### config.mk
export PLATFORM = sky130hd
export DESIGN_NAME = generador_flanco_negativo
export DESIGN_NICKNAME = d
export VERILOG_FILES = /design/src/rtl/gen_flanco_pkg.sv /design/src/rtl/contador_fase.sv /design/src/rtl/generador_flanco_negativo.sv
export SDC_FILE = /design/constraint.sdc
export NUM_CORES = 1
export LEC_CHECK = 0
export ABC_AREA = 1
export ABC_CLOCK_PERIOD_IN_PS = 1900
export CAP_MARGIN = 20
export CORE_ASPECT_RATIO = 0.7
export CORE_MARGIN = 4
export CORE_UTILIZATION = 38
export DETAILED_ROUTE_END_ITERATION = 8
export GPL_ROUTABILITY_DRIVEN = 0
export REMOVE_ABC_BUFFERS = 1
export SLEW_MARGIN = 5
export SYNTH_ARGS = -nofsm -noshare
export SYNTH_HDL_FRONTEND = slang
export SYNTH_SLANG_ARGS = --single-unit
### constraint.sdc
create_clock -name clk_i -period 1.9 [get_ports clk_i]
set_input_delay 0.285 -clock clk_i [delete_from_list [all_inputs] [get_ports clk_i]]
set_output_delay 0.285 -clock clk_i [all_outputs]
set_load 0.05 [all_outputs]
### src/rtl/gen_flanco_pkg.sv
// Shared definitions for the negative-edge generator: state encoding and default
// timing constants tied to the receiver's edge qualifier.
package gen_flanco_pkg;

    localparam logic [1:0] ST_REPOSO = 2'd0;
    localparam logic [1:0] ST_ALTO   = 2'd1;
    localparam logic [1:0] ST_BAJO   = 2'd2;

    typedef enum logic [1:0] {
        REPOSO = ST_REPOSO,
        ALTO   = ST_ALTO,
        BAJO   = ST_BAJO
    } estado_t;

    // The receiver needs at least this many consecutive 1s before the falling edge.
    localparam int MIN_ALTO_DETECTOR = 3;

    localparam int HIGH_CYCLES_DEF = MIN_ALTO_DETECTOR;
    localparam int LOW_CYCLES_DEF  = 4;
    localparam int PEND_MAX_DEF    = 3;
    localparam int PEND_W_DEF      = 2;
    localparam int CNT_W_DEF       = 8;

    function automatic int max2(input int a, input int b);
        return (a > b) ? a : b;
    endfunction

endpackage

### src/rtl/contador_fase.sv
// Phase counter shared by the high and low phases: up-counter with clear/enable
// and a terminal flag against a runtime limit.
module contador_fase #(
    parameter int CNT_W = 8
) (
    input  logic             clk_i,
    input  logic             reset_i,
    input  logic             clr_i,
    input  logic             en_i,
    input  logic [CNT_W-1:0] limite_i,
    output logic [CNT_W-1:0] cuenta_o,
    output logic             fin_o
);

    logic [CNT_W-1:0] cuenta_q, cuenta_d;

    always_comb begin
        cuenta_d = cuenta_q;
        if (clr_i) begin
            cuenta_d = '0;
        end else if (en_i) begin
            cuenta_d = cuenta_q + CNT_W'(1);
        end
    end

    always_ff @(posedge clk_i) begin
        if (reset_i) begin
            cuenta_q <= '0;
        end else begin
            cuenta_q <= cuenta_d;
        end
    end

    assign cuenta_o = cuenta_q;
    assign fin_o    = (cuenta_q == limite_i);

endmodule

### src/rtl/generador_flanco_negativo.sv
// Turns request strobes into HIGH_CYCLES of 1 followed by LOW_CYCLES of 0 on salida,
// queueing requests that arrive while a press is in progress.
module generador_flanco_negativo
    import gen_flanco_pkg::*;
#(
    parameter int HIGH_CYCLES = HIGH_CYCLES_DEF,
    parameter int LOW_CYCLES  = LOW_CYCLES_DEF,
    parameter int PEND_MAX    = PEND_MAX_DEF,
    parameter int PEND_W      = PEND_W_DEF,
    parameter int CNT_W       = CNT_W_DEF
) (
    input  logic              clk_i,
    input  logic              reset_i,
    input  logic              disparo_i,
    output logic              salida_o,
    output logic              ocupado_o,
    output logic              listo_o,
    output logic [PEND_W-1:0] pendiente_o,
    output logic              desborde_o
);

    if (HIGH_CYCLES < MIN_ALTO_DETECTOR) begin : g_chk_high
        $error("HIGH_CYCLES must be at least MIN_ALTO_DETECTOR");
    end
    if (LOW_CYCLES < 1) begin : g_chk_low
        $error("LOW_CYCLES must be at least 1");
    end
    if (PEND_MAX < 1 || PEND_MAX > (2**PEND_W) - 1) begin : g_chk_pend
        $error("PEND_MAX must be in 1 .. 2**PEND_W-1");
    end
    if (max2(HIGH_CYCLES, LOW_CYCLES) - 1 > (2**CNT_W) - 1) begin : g_chk_cnt
        $error("CNT_W too narrow for the phase lengths");
    end

    localparam logic [CNT_W-1:0]  LIM_ALTO   = CNT_W'(HIGH_CYCLES - 1);
    localparam logic [CNT_W-1:0]  LIM_BAJO   = CNT_W'(LOW_CYCLES - 1);
    localparam logic [PEND_W-1:0] PEND_MAX_V = PEND_W'(PEND_MAX);

    estado_t           estado_q, estado_d;
    logic [PEND_W-1:0] pend_q, pend_d;
    logic              salida_q, salida_d;
    logic              ocupado_q, ocupado_d;
    logic              listo_q, listo_d;
    logic              desborde_q, desborde_d;

    logic              cnt_clr, cnt_en, cnt_fin;
    logic [CNT_W-1:0]  cnt, cnt_lim;
    logic              hay_pend, pedido, lanzar, inc, dec;

    contador_fase #(.CNT_W(CNT_W)) u_contador (
        .clk_i    (clk_i),
        .reset_i  (reset_i),
        .clr_i    (cnt_clr),
        .en_i     (cnt_en),
        .limite_i (cnt_lim),
        .cuenta_o (cnt),
        .fin_o    (cnt_fin)
    );

    always_comb begin
        estado_d   = estado_q;
        pend_d     = pend_q;
        desborde_d = desborde_q;
        lanzar     = 1'b0;
        hay_pend   = (pend_q != '0);
        pedido     = disparo_i | hay_pend;
        cnt_lim    = (estado_q == ALTO) ? LIM_ALTO : LIM_BAJO;

        case (estado_q)
            REPOSO: begin
                if (pedido) begin
                    lanzar   = 1'b1;
                    estado_d = ALTO;
                end
            end
            ALTO: begin
                if (cnt_fin) begin
                    estado_d = BAJO;
                end
            end
            BAJO: begin
                if (cnt_fin) begin
                    if (pedido) begin
                        lanzar   = 1'b1;
                        estado_d = ALTO;
                    end else begin
                        estado_d = REPOSO;
                    end
                end
            end
            default: estado_d = REPOSO;
        endcase

        // A launch with an empty queue consumes disparo directly instead of queueing it.
        dec = lanzar & hay_pend;
        inc = disparo_i & ~(lanzar & ~hay_pend);

        if (inc && !dec) begin
            if (pend_q == PEND_MAX_V) begin
                desborde_d = 1'b1;
            end else begin
                pend_d = pend_q + PEND_W'(1);
            end
        end else if (dec && !inc) begin
            pend_d = pend_q - PEND_W'(1);
        end

        cnt_clr = (estado_d != estado_q) || (estado_q == REPOSO);
        cnt_en  = 1'b1;

        salida_d  = (estado_d == ALTO);
        ocupado_d = (estado_d != REPOSO);
        listo_d   = 1'b0;
        if (estado_d == BAJO) begin
            if (estado_q != BAJO) begin
                listo_d = (LIM_BAJO == '0);
            end else begin
                listo_d = ((cnt + CNT_W'(1)) == LIM_BAJO);
            end
        end
    end

    always_ff @(posedge clk_i) begin
        if (reset_i) begin
            estado_q   <= REPOSO;
            pend_q     <= '0;
            salida_q   <= 1'b0;
            ocupado_q  <= 1'b0;
            listo_q    <= 1'b0;
            desborde_q <= 1'b0;
        end else begin
            estado_q   <= estado_d;
            pend_q     <= pend_d;
            salida_q   <= salida_d;
            ocupado_q  <= ocupado_d;
            listo_q    <= listo_d;
            desborde_q <= desborde_d;
        end
    end

    assign salida_o    = salida_q;
    assign ocupado_o   = ocupado_q;
    assign listo_o     = listo_q;
    assign pendiente_o = pend_q;
    assign desborde_o  = desborde_q;

endmodule

# == Yosys cells after proc, flatten, opt, wreduce, memory -nomap -nowiden ==
# Cells that the tools add are included.
# totals
out_inout_bits,6
elab_cells,52
in_bits,3
register_bits,16
# classes
addsub,3
n_eq_ne,10
muxes,12
n_bitwise,7
reduce_logical,13
# ops
op,n
2-bit two-way mux,6
"8-bit by 1-bit adder with 8-bit output, second input constant",1
8-bit by 2-bit equality test with 1-bit output,1
"8-bit by 2-bit equality test with 1-bit output, second input constant",1
"2-bit equality test, second input constant",3
2-bit case mux with 3 select lines,1
2-bit nonzero test,3
"2-bit by 1-bit equality test with 1-bit output, second input constant",2
1-bit two-way mux,4
"2-bit != test, second input constant",2
2-bit AND reduction,2
1-bit bitwise AND,3
1-bit NOT,3
3-bit OR reduction,1
"2-bit by 1-bit adder with 2-bit output, second input constant",1
1-bit logical AND,2
1-bit logical NOT,2
2-bit logical NOT,1
2-bit != test,1
1-bit case mux with 2 select lines,1
2-bit OR reduction,1
"2-bit by 1-bit subtractor with 2-bit output, second input constant",1
1-bit logical OR,1
1-bit OR,1

# == Depth between registers and ports, before layout ==
# Gate-level depths: netlist (run 1).
# logic_depth
depth_word,12
depth_mapped,11
depth_no_buf,11

# == Hierarchy ==
# A second synthesis (run 1) with hierarchy kept.
# hier_totals
cells_unflattened,151
hier_area_um2,919.6
# by_module_without_submodules
mod,area_per_inst_um2,seq_area_each_um2,cells_per_inst,instances
contador_fase,541.8,160.2,95,1
generador_flanco_negativo,377.9,160.2,56,1

# == Worst setup path before layout (run 1) ==
# OpenSTA, ideal clock, no wires.
# synth_path
path_kind,register to register
from,"register pend_q[0], in the netlist pendiente_o[0]"
to,"register pend_q[0], in the netlist pendiente_o[0]"
path_slack_ns,0.582
setup_ns,0.115
arrival_ns,1.203
path_buffers,0
period_less_slack_ns,1.318
path_stages_with_launch,6
t_required_ns,1.785
path_cell_list,dfxtp_1 > nor2_1 > nor2_1 > nand3_2 > a21oi_1 > nor2_1
# synth_via
elab_chain_len,12
word_cells_on_any_way,23
classes_between,add/sub (2); eq/ne (2); mux (6); bitwise (6); reduce/logical (7)
# synth_rtl
element,line,source
from (decl),generador_flanco_negativo.sv:40,"logic [PEND_W-1:0] pend_q, pend_d;"
from (signal assigned),generador_flanco_negativo.sv:133,pend_q <= pend_d;
2-bit nonzero test,generador_flanco_negativo.sv:65,hay_pend = (pend_q != '0);
1-bit OR,generador_flanco_negativo.sv:66,pedido = disparo_i | hay_pend;
1-bit two-way mux,"generador_flanco_negativo.sv:71, generador_flanco_negativo.sv:83",
1-bit two-way mux,generador_flanco_negativo.sv:82,if (cnt_fin) begin
1-bit case mux with 2 select lines,generador_flanco_negativo.sv:69,case (estado_q)
1-bit bitwise AND,generador_flanco_negativo.sv:96,inc = disparo_i & ~(lanzar & ~hay_pend);
1-bit NOT,generador_flanco_negativo.sv:96,
1-bit bitwise AND,generador_flanco_negativo.sv:96,
1-bit logical NOT,generador_flanco_negativo.sv:104,end else if (dec && !inc) begin
1-bit logical AND,generador_flanco_negativo.sv:104,
2-bit nonzero test (no source line),-,
2-bit AND reduction (no source line),-,
# Several ways; a longest one is shown, not always the timed one. The select of a mux whose other input is x is not followed.
# A chain may end at the register's enable or synchronous reset.

# == Final worst setup path (run 1) ==
# layout_path
from,"register pend_q[0], in the netlist pendiente_o[0]"
to,output pendiente_o[0]
# layout_rtl
element,line,source
to (decl),generador_flanco_negativo.sv:18,"output logic [PEND_W-1:0] pendiente_o,"
# No word-level cell between the ends.

==> results.sh, run 1 <==
export IMPL_clkTransAtPathRegs_ns=0.09
export IMPL_worst_clock_skew_ns=0.00247
export IMPL_number_of_buffers_and_inverters_on_the_critical_path=1
export IMPL_diodes=0
export IMPL_design_die_area_sq_mm=0.00270
export IMPL_synth_sequential_area_ratio_pct=43.9
export IMPL_yosys_cell_types_count=18
export IMPL_finalCoreUtilization_pct=51.4
export IMPL_synth_largest_area_cell="dfxtp_1"
export IMPL_start_util_pct=43.0
export IMPL_setup_violations=0
export IMPL_h_tree_depth=1
export IMPL_critical_path_endpoint_type="output pin"
export IMPL_setup_ws_ns=0.0645
export IMPL_dp_hpwl_um=1040
export IMPL_globalRouteTotalUtil_pct=10.4
export IMPL_setup_total_negative_slack_ns=0
export IMPL_cts_sink_count=16
export IMPL_nNetsFinal=117
export IMPL_fin_crit_sh_pct=96.6
export IMPL_holdCritPathClass="flop to flop"
export IMPL_worst_path_largest_cell_delay_ns=0.84
export IMPL_clk_root_buffer_cell="clkbuf_4"
export IMPL_power_per_cell_area_mw_per_mm2=774
export IMPL_postcts_resize_cnt=0
export IMPL_cell_count_after_synthesis=99
export IMPL_crit_arrival_ns=1.55
export IMPL_firstDrtPassIters=4
export IMPL_worstSetupPathType="flop to output pin"
export IMPL_outcome="complete, no violations"
export IMPL_nFillCells=173
export IMPL_post_synth_instance_area_sq_um=729
export IMPL_setup_reg_to_reg_worst_slack_ns=0.44
export IMPL_tritoncts="yes"
export IMPL_grt_ovfl_total=0
export IMPL_netlist_area_leader_share_pct=43.9
export IMPL_timing_worst_slew_pin_value_ns=0.652
export IMPL_synth_register_bits=16
export IMPL_wirelength_um=1310
export IMPL_worstSkewPairLatency_ns=0.28
export IMPL_max_cap_viol_count=0
export IMPL_placement_io_buffers=8
export IMPL_critical_path_slowest_cell="clkdlybuf4s50_1"
export IMPL_cpLargestDelayFamily="buffers and inverters"
export IMPL_finalWorstPathRequiredPeriod_ns=1.84
export IMPL_post_synth_cell_area_avg_sq_um=7.37
export IMPL_per_cell_routed_wire_length_um=9.92
export IMPL_crit_start_category="flop"
export IMPL_number_of_buffers_on_the_longest_clock_path=2
export IMPL_crit_path_max_fanout=6
export IMPL_placement_setup_worst_slack_ns=0.377
export IMPL_ant_nets=0
export IMPL_fmax_mhz=545
export IMPL_post_cts_hold_buffer_count=0
export IMPL_vdd_ir_drop_worst_uv=551
export IMPL_number_of_pins_exceeding_their_max_slew_limit_in_the_final_report=0
export IMPL_final_non_filler_cell_total=132
export IMPL_grt_pass1_vias=463
export IMPL_path_cells="clkdlybuf4s50_1"
export IMPL_dr_first_iter_drc_count=18
export IMPL_placedCellCount=128
export IMPL_fp_dieH_um=44.7
export IMPL_cp_required_ns=1.62
export IMPL_final_layout_size_suffix_gt1_share_pct=9.91
export IMPL_warnings_from_yosys=0
export IMPL_maximum_number_of_pins_on_one_net_before_global_route_repair=10
export IMPL_vias_per_cell=4.56
export IMPL_route_vias_total=602
export IMPL_cts_buffers_inserted=3
export IMPL_hold_viol_final=0
export IMPL_cellLeakagePower_nw=0.338
export IMPL_slew_headroom_pct=56.4
export IMPL_grt_setup_unrepaired="no"
export IMPL_grt_antenna_before_repair=0
export IMPL_area_growth_pct=19.6
export IMPL_postCtsSetupRepairBufs=0
export IMPL_totalPowerFinal_uw=675
export IMPL_design_core_area_sq_mm=0.00170
export IMPL_rows=12
export IMPL_wire_length_of_the_first_global_routing_pass_um=2070
export IMPL_chipWidth_um=60.4
export IMPL_post_route_drc_count=0
export IMPL_ioPinCount=9
export IMPL_post_synth_main_area_contributors="dfxtp_1 (44%), nor2_1 (11%), nand3_1 (7.5%)"
-- cells in the final DEF (no fill, tap or decap) --
cell	instances
nor2_2	1
ha_1	2
o211ai_1	1
dfxtp_1	16
inv_1	14
nor3_2	1
nand3_2	1
o21ai_0	3
nor3_1	1
clkbuf_4	3
nand3_1	11
clkbuf_8	1
a21oi_1	4
nand2_2	2
nand4_1	1
inv_2	2
clkdlybuf4s50_1	8
nor2_1	22
xnor2_1	1
nand2_1	11
xor2_1	5
-- cell usage after synthesis --
master,n
nor2_1,22
dfxtp_1,16
inv_1,14
nand2_1,11
nand3_1,11
xor2_1,5
a21oi_1,4
o21ai_0,3
ha_1,2
inv_2,2
nand2_2,2
nand3_2,1
nand4_1,1
nor2_2,1
nor3_1,1
nor3_2,1
o211ai_1,1
xnor2_1,1
-- registers in the layout (all words and copies together), names as in the netlist --
register	count
u_contador.cuenta_o	8
desborde_o	1
salida_o	1
pendiente_o	2
ocupado_o	1
listo_o	1
estado_q	2
-- tightest hold or removal path, cell delays in order (launching register included) --
cell     delay, ns
dfxtp_1       0.33
inv_1         0.05
a21oi_1       0.05
-- path summary, 6_finish.rpt --
kind	from	to	depth (start not counted)
worst max register to register	u_contador.cuenta_o[0]$_SDFF_PP0_	listo_o$_SDFF_PP0_	6
worst min-delay path	desborde_o$_SDFFE_PP0P_	desborde_o$_SDFFE_PP0P_	2
worst max-delay path	pendiente_o[0]$_SDFFE_PP0P_	pendiente_o[0]	1
worst min register to register	desborde_o$_SDFFE_PP0P_	desborde_o$_SDFFE_PP0P_	2
-- report_power, final --
group          internal [mW]  total [mW]  switching [mW]
Clock                  0.117       0.221           0.105
Combinational         0.0316      0.0942          0.0626
Sequential             0.348       0.360          0.0119
Total                  0.496       0.675           0.179
-- kinds of logic after synthesis --
family                     share of synthesized area (%)
AOI/OAI and AO/OA                                   5.83
xor gates and xnor gates                            7.20
adders and majority gates                           3.43
buffers and inverters                               8.23
DFF                                                 43.9
and+or+nand+nor                                     31.4
-- metal layers --
layer  part of all wire [%]  global-route usage [%]  vias up  wire length (um)
met5                      0                       0        -                 0
met4                   0.84                    2.65        0                11
met3                    6.1                    5.25        2                80
met2                     37                    12.7       11               481
li1                       -                       -      333                 -
met1                     56                    15.5      256               736
-- area by class of cell --
cell class	count	area [sq um]	area share, %
clock buffer	4	36.3	4.16
inverter	16	60.1	6.89
multi-input combinational	67	349	40.0
sequential	16	320	36.7
tap	21	26.3	3.01
timing repair buffer	8	80.1	9.18
-- stage by stage --
stage | hold WS [ns] | cell area (sq um)
finish | 0.462 | 872
global route | 0.512 | 872
global placement | 0.436 | 836
detailed placement | 0.450 | 836
CTS | 0.464 | 872
floorplan | 0.354 | 729
(Power assumes the default switching activity.)
==> inputs of run 2 (changes only) <==
- CORE_UTILIZATION: 38 -> 35
==> run 2 against run 1 <==
  * Power down 1.1%
  * Design area rose by 0.14%
  * Flip-flop and latch count did not move
  * Clock skew up 0.0022 ns
  * Sequential share of layout area fell by 0.053 points
==> results.sh, run 2 (same netlist as run 1, synthesis figures left out) <==
export IMPL_outcome="complete, no violations"
export IMPL_worst_path_largest_cell_delay_ns=0.83
export IMPL_number_of_pins_exceeding_their_max_slew_limit_in_the_final_report=0
export IMPL_fp_dieH_um=46.2
export IMPL_number_of_buffers_on_the_longest_clock_path=2
export IMPL_cellLeakagePower_nw=0.338
export IMPL_route_vias_total=591
export IMPL_finalWorstPathRequiredPeriod_ns=1.80
export IMPL_power_per_cell_area_mw_per_mm2=764
export IMPL_wire_length_of_the_first_global_routing_pass_um=2240
export IMPL_finalCoreUtilization_pct=45.5
export IMPL_fmax_mhz=555
export IMPL_design_core_area_sq_mm=0.00192
export IMPL_chipWidth_um=62.6
export IMPL_nNetsFinal=117
export IMPL_post_cts_hold_buffer_count=0
export IMPL_final_cell_mix="nor2_1 (22), dfxtp_1 (16), inv_1 (14)"
export IMPL_start_util_pct=38.0
export IMPL_layout_commonest_cell="nor2_1"
export IMPL_grt_pass1_vias=535
export IMPL_worstSkewPairLatency_ns=0.28
export IMPL_grt_setup_unrepaired="no"
export IMPL_worstSetupPathType="flop to output pin"
export IMPL_final_layout_size_suffix_gt1_share_pct=9.91
export IMPL_crit_path_max_fanout=6
export IMPL_dp_hpwl_um=1010
export IMPL_hold_viol_final=0
export IMPL_fin_crit_sh_pct=94.8
export IMPL_dr_first_iter_drc_count=16
export IMPL_rows=13
export IMPL_per_cell_routed_wire_length_um=9.38
export IMPL_grt_ovfl_total=0
export IMPL_diodes=0
export IMPL_postCtsSetupRepairBufs=0
export IMPL_critical_path_endpoint_type="output pin"
export IMPL_placedCellCount=129
export IMPL_vdd_ir_drop_worst_uv=372
export IMPL_area_growth_pct=19.7
export IMPL_slew_headroom_pct=59.1
export IMPL_design_die_area_sq_mm=0.00289
export IMPL_cp_required_ns=1.62
export IMPL_crit_start_category="flop"
export IMPL_setup_violations=0
export IMPL_timing_worst_slew_pin_value_ns=0.611
export IMPL_critical_path_slowest_cell="clkdlybuf4s50_1"
export IMPL_maximum_number_of_pins_on_one_net_before_global_route_repair=10
export IMPL_tritoncts="yes"
export IMPL_holdCritPathClass="flop to flop"
export IMPL_postcts_resize_cnt=0
export IMPL_largest_register_ffs=8
export IMPL_final_non_filler_cell_total=133
export IMPL_wirelength_um=1250
export IMPL_vias_per_cell=4.44
export IMPL_clkTransAtPathRegs_ns=0.09
export IMPL_h_tree_depth=1
export IMPL_max_cap_viol_count=0
export IMPL_worst_clock_skew_ns=0.00466
export IMPL_path_cells="clkdlybuf4s50_1"
export IMPL_crit_arrival_ns=1.52
export IMPL_firstDrtPassIters=4
export IMPL_grt_antenna_before_repair=0
export IMPL_cts_sink_count=16
export IMPL_post_route_drc_count=0
export IMPL_totalPowerFinal_uw=667
export IMPL_globalRouteTotalUtil_pct=10.6
export IMPL_clk_root_buffer_cell="clkbuf_4"
export IMPL_ant_nets=0
export IMPL_placement_io_buffers=8
export IMPL_setup_total_negative_slack_ns=0
export IMPL_cpLargestDelayFamily="buffers and inverters"
export IMPL_ioPinCount=9
export IMPL_cts_buffers_inserted=3
export IMPL_number_of_buffers_and_inverters_on_the_critical_path=1
## run 2: cell counts in the layout (fill, tap and decap cells not counted)
Identical to the previous run, type by type.
## run 2: stage by stage
stage	worst slack, ns	area, sq um	hold slack [ns]
2_1_floorplan	0.582	729	0.354
3_3_place_gp	0.414	837	0.443
3_5_place_dp	0.404	837	0.441
4_1_cts	0.0840	873	0.453
5_1_grt	0.0126	873	0.489
6_report	0.0986	873	0.449
## run 2: per-layer routing
layer  global-route usage [%]  vias up  routed length [um]
li1                         -      336                   -
met1                     13.9      247                 712
met2                     14.8        8                 504
met3                     5.12        0                  31
met4                     3.95        0                   0
met5                        0        -                   0
## run 2: cell type report
type | instances | area (sq um)
tap | 22 | 27.5
fill | 201 | 1050
sequential | 16 | 320
multi-input combinational | 67 | 349
inverter | 16 | 60.1
clock buffer | 4 | 36.3
timing repair buffer | 8 | 80.1
## run 2: final timing paths
check / depth (start not counted) / startpoint / endpoint / slack (ns)
worst min register to register: 2 / desborde_o$_SDFFE_PP0P_ / desborde_o$_SDFFE_PP0P_ / 0.45
worst min-delay path: 2 / desborde_o$_SDFFE_PP0P_ / desborde_o$_SDFFE_PP0P_ / 0.45
worst max register to register: 6 / u_contador.cuenta_o[0]$_SDFF_PP0_ / listo_o$_SDFF_PP0_ / 0.46
worst max-delay path: 1 / pendiente_o[0]$_SDFFE_PP0P_ / pendiente_o[0] / 0.1
## run 2: power by group
part / internal [mW] / leakage, nW / total [mW] / switching [mW]
logic: 0.0316 / 0.186 / 0.0930 / 0.0614
registers: 0.348 / 0.130 / 0.358 / 0.0109
clock network: 0.117 / 0.0210 / 0.216 / 0.0991
==> inputs of run 3 (changes only) <==
- CORE_ASPECT_RATIO: 0.7 -> default
- CORE_MARGIN: 4 -> default
- CORE_UTILIZATION: 35 -> 55
- PLACE_DENSITY: default -> 0.79
==> run 3 against run 2 <==
  * Clock skew fell by 0.0021 ns
  * Design area fell by 1.1%
  * Global-route usage rose by 9.4 points
  * Highest routed layer is now met4
  * Critical path depth did not move
  * Worst setup slack got worse by 0.025 ns
  * Die area fell by 49%
  * Cell count fell by 6.0%
  * Hold slack improved by 0.0022 ns
  * Sequential share of layout area rose by 0.43 points
  * Critical path type unchanged
==> results.sh, run 3 (same netlist as run 1, synthesis figures left out) <==
export IMPL_outcome="complete, no violations"
export IMPL_area_growth_pct=18.4
export IMPL_path_cells="clkdlybuf4s50_1"
export IMPL_slew_headroom_pct=54.7
export IMPL_setup_total_negative_slack_ns=0
export IMPL_layout_commonest_cell="nor2_1"
export IMPL_cts_buffers_inserted=3
export IMPL_final_layout_size_suffix_gt1_share_pct=9.91
export IMPL_crit_path_max_fanout=6
export IMPL_clk_root_buffer_cell="clkbuf_4"
export IMPL_design_die_area_sq_mm=0.00148
export IMPL_nFillCells=95
export IMPL_dr_first_iter_drc_count=21
export IMPL_cpLargestDelayFamily="buffers and inverters"
export IMPL_cts_sink_count=16
export IMPL_route_vias_total=625
export IMPL_grt_pass1_vias=510
export IMPL_cellLeakagePower_nw=0.338
export IMPL_worst_path_largest_cell_delay_ns=0.84
export IMPL_worstSetupPathType="flop to output pin"
export IMPL_maximum_number_of_pins_on_one_net_before_global_route_repair=10
export IMPL_final_cell_area_sq_um=863
export IMPL_wirelength_um=1270
export IMPL_number_of_buffers_and_inverters_on_the_critical_path=1
export IMPL_worstSkewPairLatency_ns=0.29
export IMPL_vias_per_cell=5.00
export IMPL_ioPinCount=9
export IMPL_post_cts_hold_buffer_count=0
export IMPL_design_core_area_sq_mm=0.00117
export IMPL_worst_clock_skew_ns=0.00255
export IMPL_cp_required_ns=1.62
export IMPL_chipWidth_um=38.4
export IMPL_max_cap_viol_count=0
export IMPL_grt_ovfl_total=0
export IMPL_post_route_drc_count=0
export IMPL_detailed_place_area_sq_um=827
export IMPL_postcts_resize_cnt=0
export IMPL_fin_crit_sh_pct=96.1
export IMPL_diodes=0
export IMPL_register_area_sq_um=320
export IMPL_number_of_buffers_on_the_longest_clock_path=2
export IMPL_critical_path_slowest_cell="clkdlybuf4s50_1"
export IMPL_timing_worst_slew_pin_value_ns=0.677
export IMPL_tritoncts="yes"
export IMPL_fmax_mhz=547
export IMPL_crit_start_category="flop"
export IMPL_multi_input_comb_area_sq_um=349
export IMPL_grt_setup_unrepaired="no"
export IMPL_nNetsFinal=117
export IMPL_finalWorstPathRequiredPeriod_ns=1.83
export IMPL_fp_dieH_um=38.4
export IMPL_dp_hpwl_um=952
export IMPL_per_cell_routed_wire_length_um=10.1
export IMPL_setup_violations=0
export IMPL_critical_path_endpoint_type="output pin"
export IMPL_ant_nets=0
export IMPL_hold_viol_final=0
export IMPL_wire_length_of_the_first_global_routing_pass_um=1970
export IMPL_finalCoreUtilization_pct=73.7
export IMPL_crit_arrival_ns=1.54
export IMPL_largest_register_ffs=8
export IMPL_number_of_pins_exceeding_their_max_slew_limit_in_the_final_report=0
export IMPL_clkTransAtPathRegs_ns=0.09
export IMPL_power_per_cell_area_mw_per_mm2=786
export IMPL_firstDrtPassIters=4
export IMPL_h_tree_depth=1
export IMPL_start_util_pct=62.3
export IMPL_postCtsSetupRepairBufs=0
export IMPL_vdd_ir_drop_worst_uv=455
export IMPL_globalRouteTotalUtil_pct=20.0
export IMPL_final_cell_mix="nor2_1 (22), dfxtp_1 (16), inv_1 (14)"
export IMPL_rows=12
export IMPL_placement_io_buffers=8
export IMPL_holdCritPathClass="flop to flop"
export IMPL_grt_antenna_before_repair=0
## run 3: cell counts in the layout (fill, tap and decap cells not counted)
Identical to the previous run, type by type.
## run 3: final timing paths
path | startpoint | endpoint | slack, ns | depth (start not counted)
hold / removal | desborde_o$_SDFFE_PP0P_ | desborde_o$_SDFFE_PP0P_ | 0.45 | 2
hold reg to reg | desborde_o$_SDFFE_PP0P_ | desborde_o$_SDFFE_PP0P_ | 0.45 | 2
setup / recovery | pendiente_o[0]$_SDFFE_PP0P_ | pendiente_o[0] | 0.07 | 1
setup reg to reg | u_contador.cuenta_o[0]$_SDFF_PP0_ | listo_o$_SDFF_PP0_ | 0.50 | 6
## run 3: worst reg2reg max path, cell delays in order (launching register included)
cell     delay, ns
dfxtp_1       0.42
ha_1          0.21
nand3_1       0.12
xor2_1        0.18
nor3_1        0.19
nand3_1       0.10
nor3_2        0.11
## run 3: per-layer routing
layer / part of all wire (%) / routed length, um / track usage, %
met3: 4.0 / 51 / 3.49
met5: 0 / 0 / 0
met1: 52 / 661 / 26.0
met2: 41 / 517 / 30.1
met4: 2.9 / 37 / 12.9
## run 3: area by class of cell
cell class              count  area share [%]
flip-flops and latches     16            37.1
repair buffers              8            9.28
multi-input cells          67            40.4
inverters                  16            6.96
clock buffers               4            4.20
well taps                  14            2.03
## run 3: power breakdown
group	internal, mW	switching [mW]
Combinational	0.0316	0.0609
Clock	0.117	0.111
Sequential	0.348	0.0108
## run 3: through the flow
stage	total power [mW]	instances	hold slack [ns]	setup WS, ns
3_5_place_dp	0.459	121	0.442	0.398
2_1_floorplan	0.431	99	0.354	0.582
4_1_cts	0.685	125	0.457	0.0697
6_report	0.678	125	0.451	0.0734
5_1_grt	0.710	125	0.463	0.0268
3_3_place_gp	0.458	121	0.438	0.416
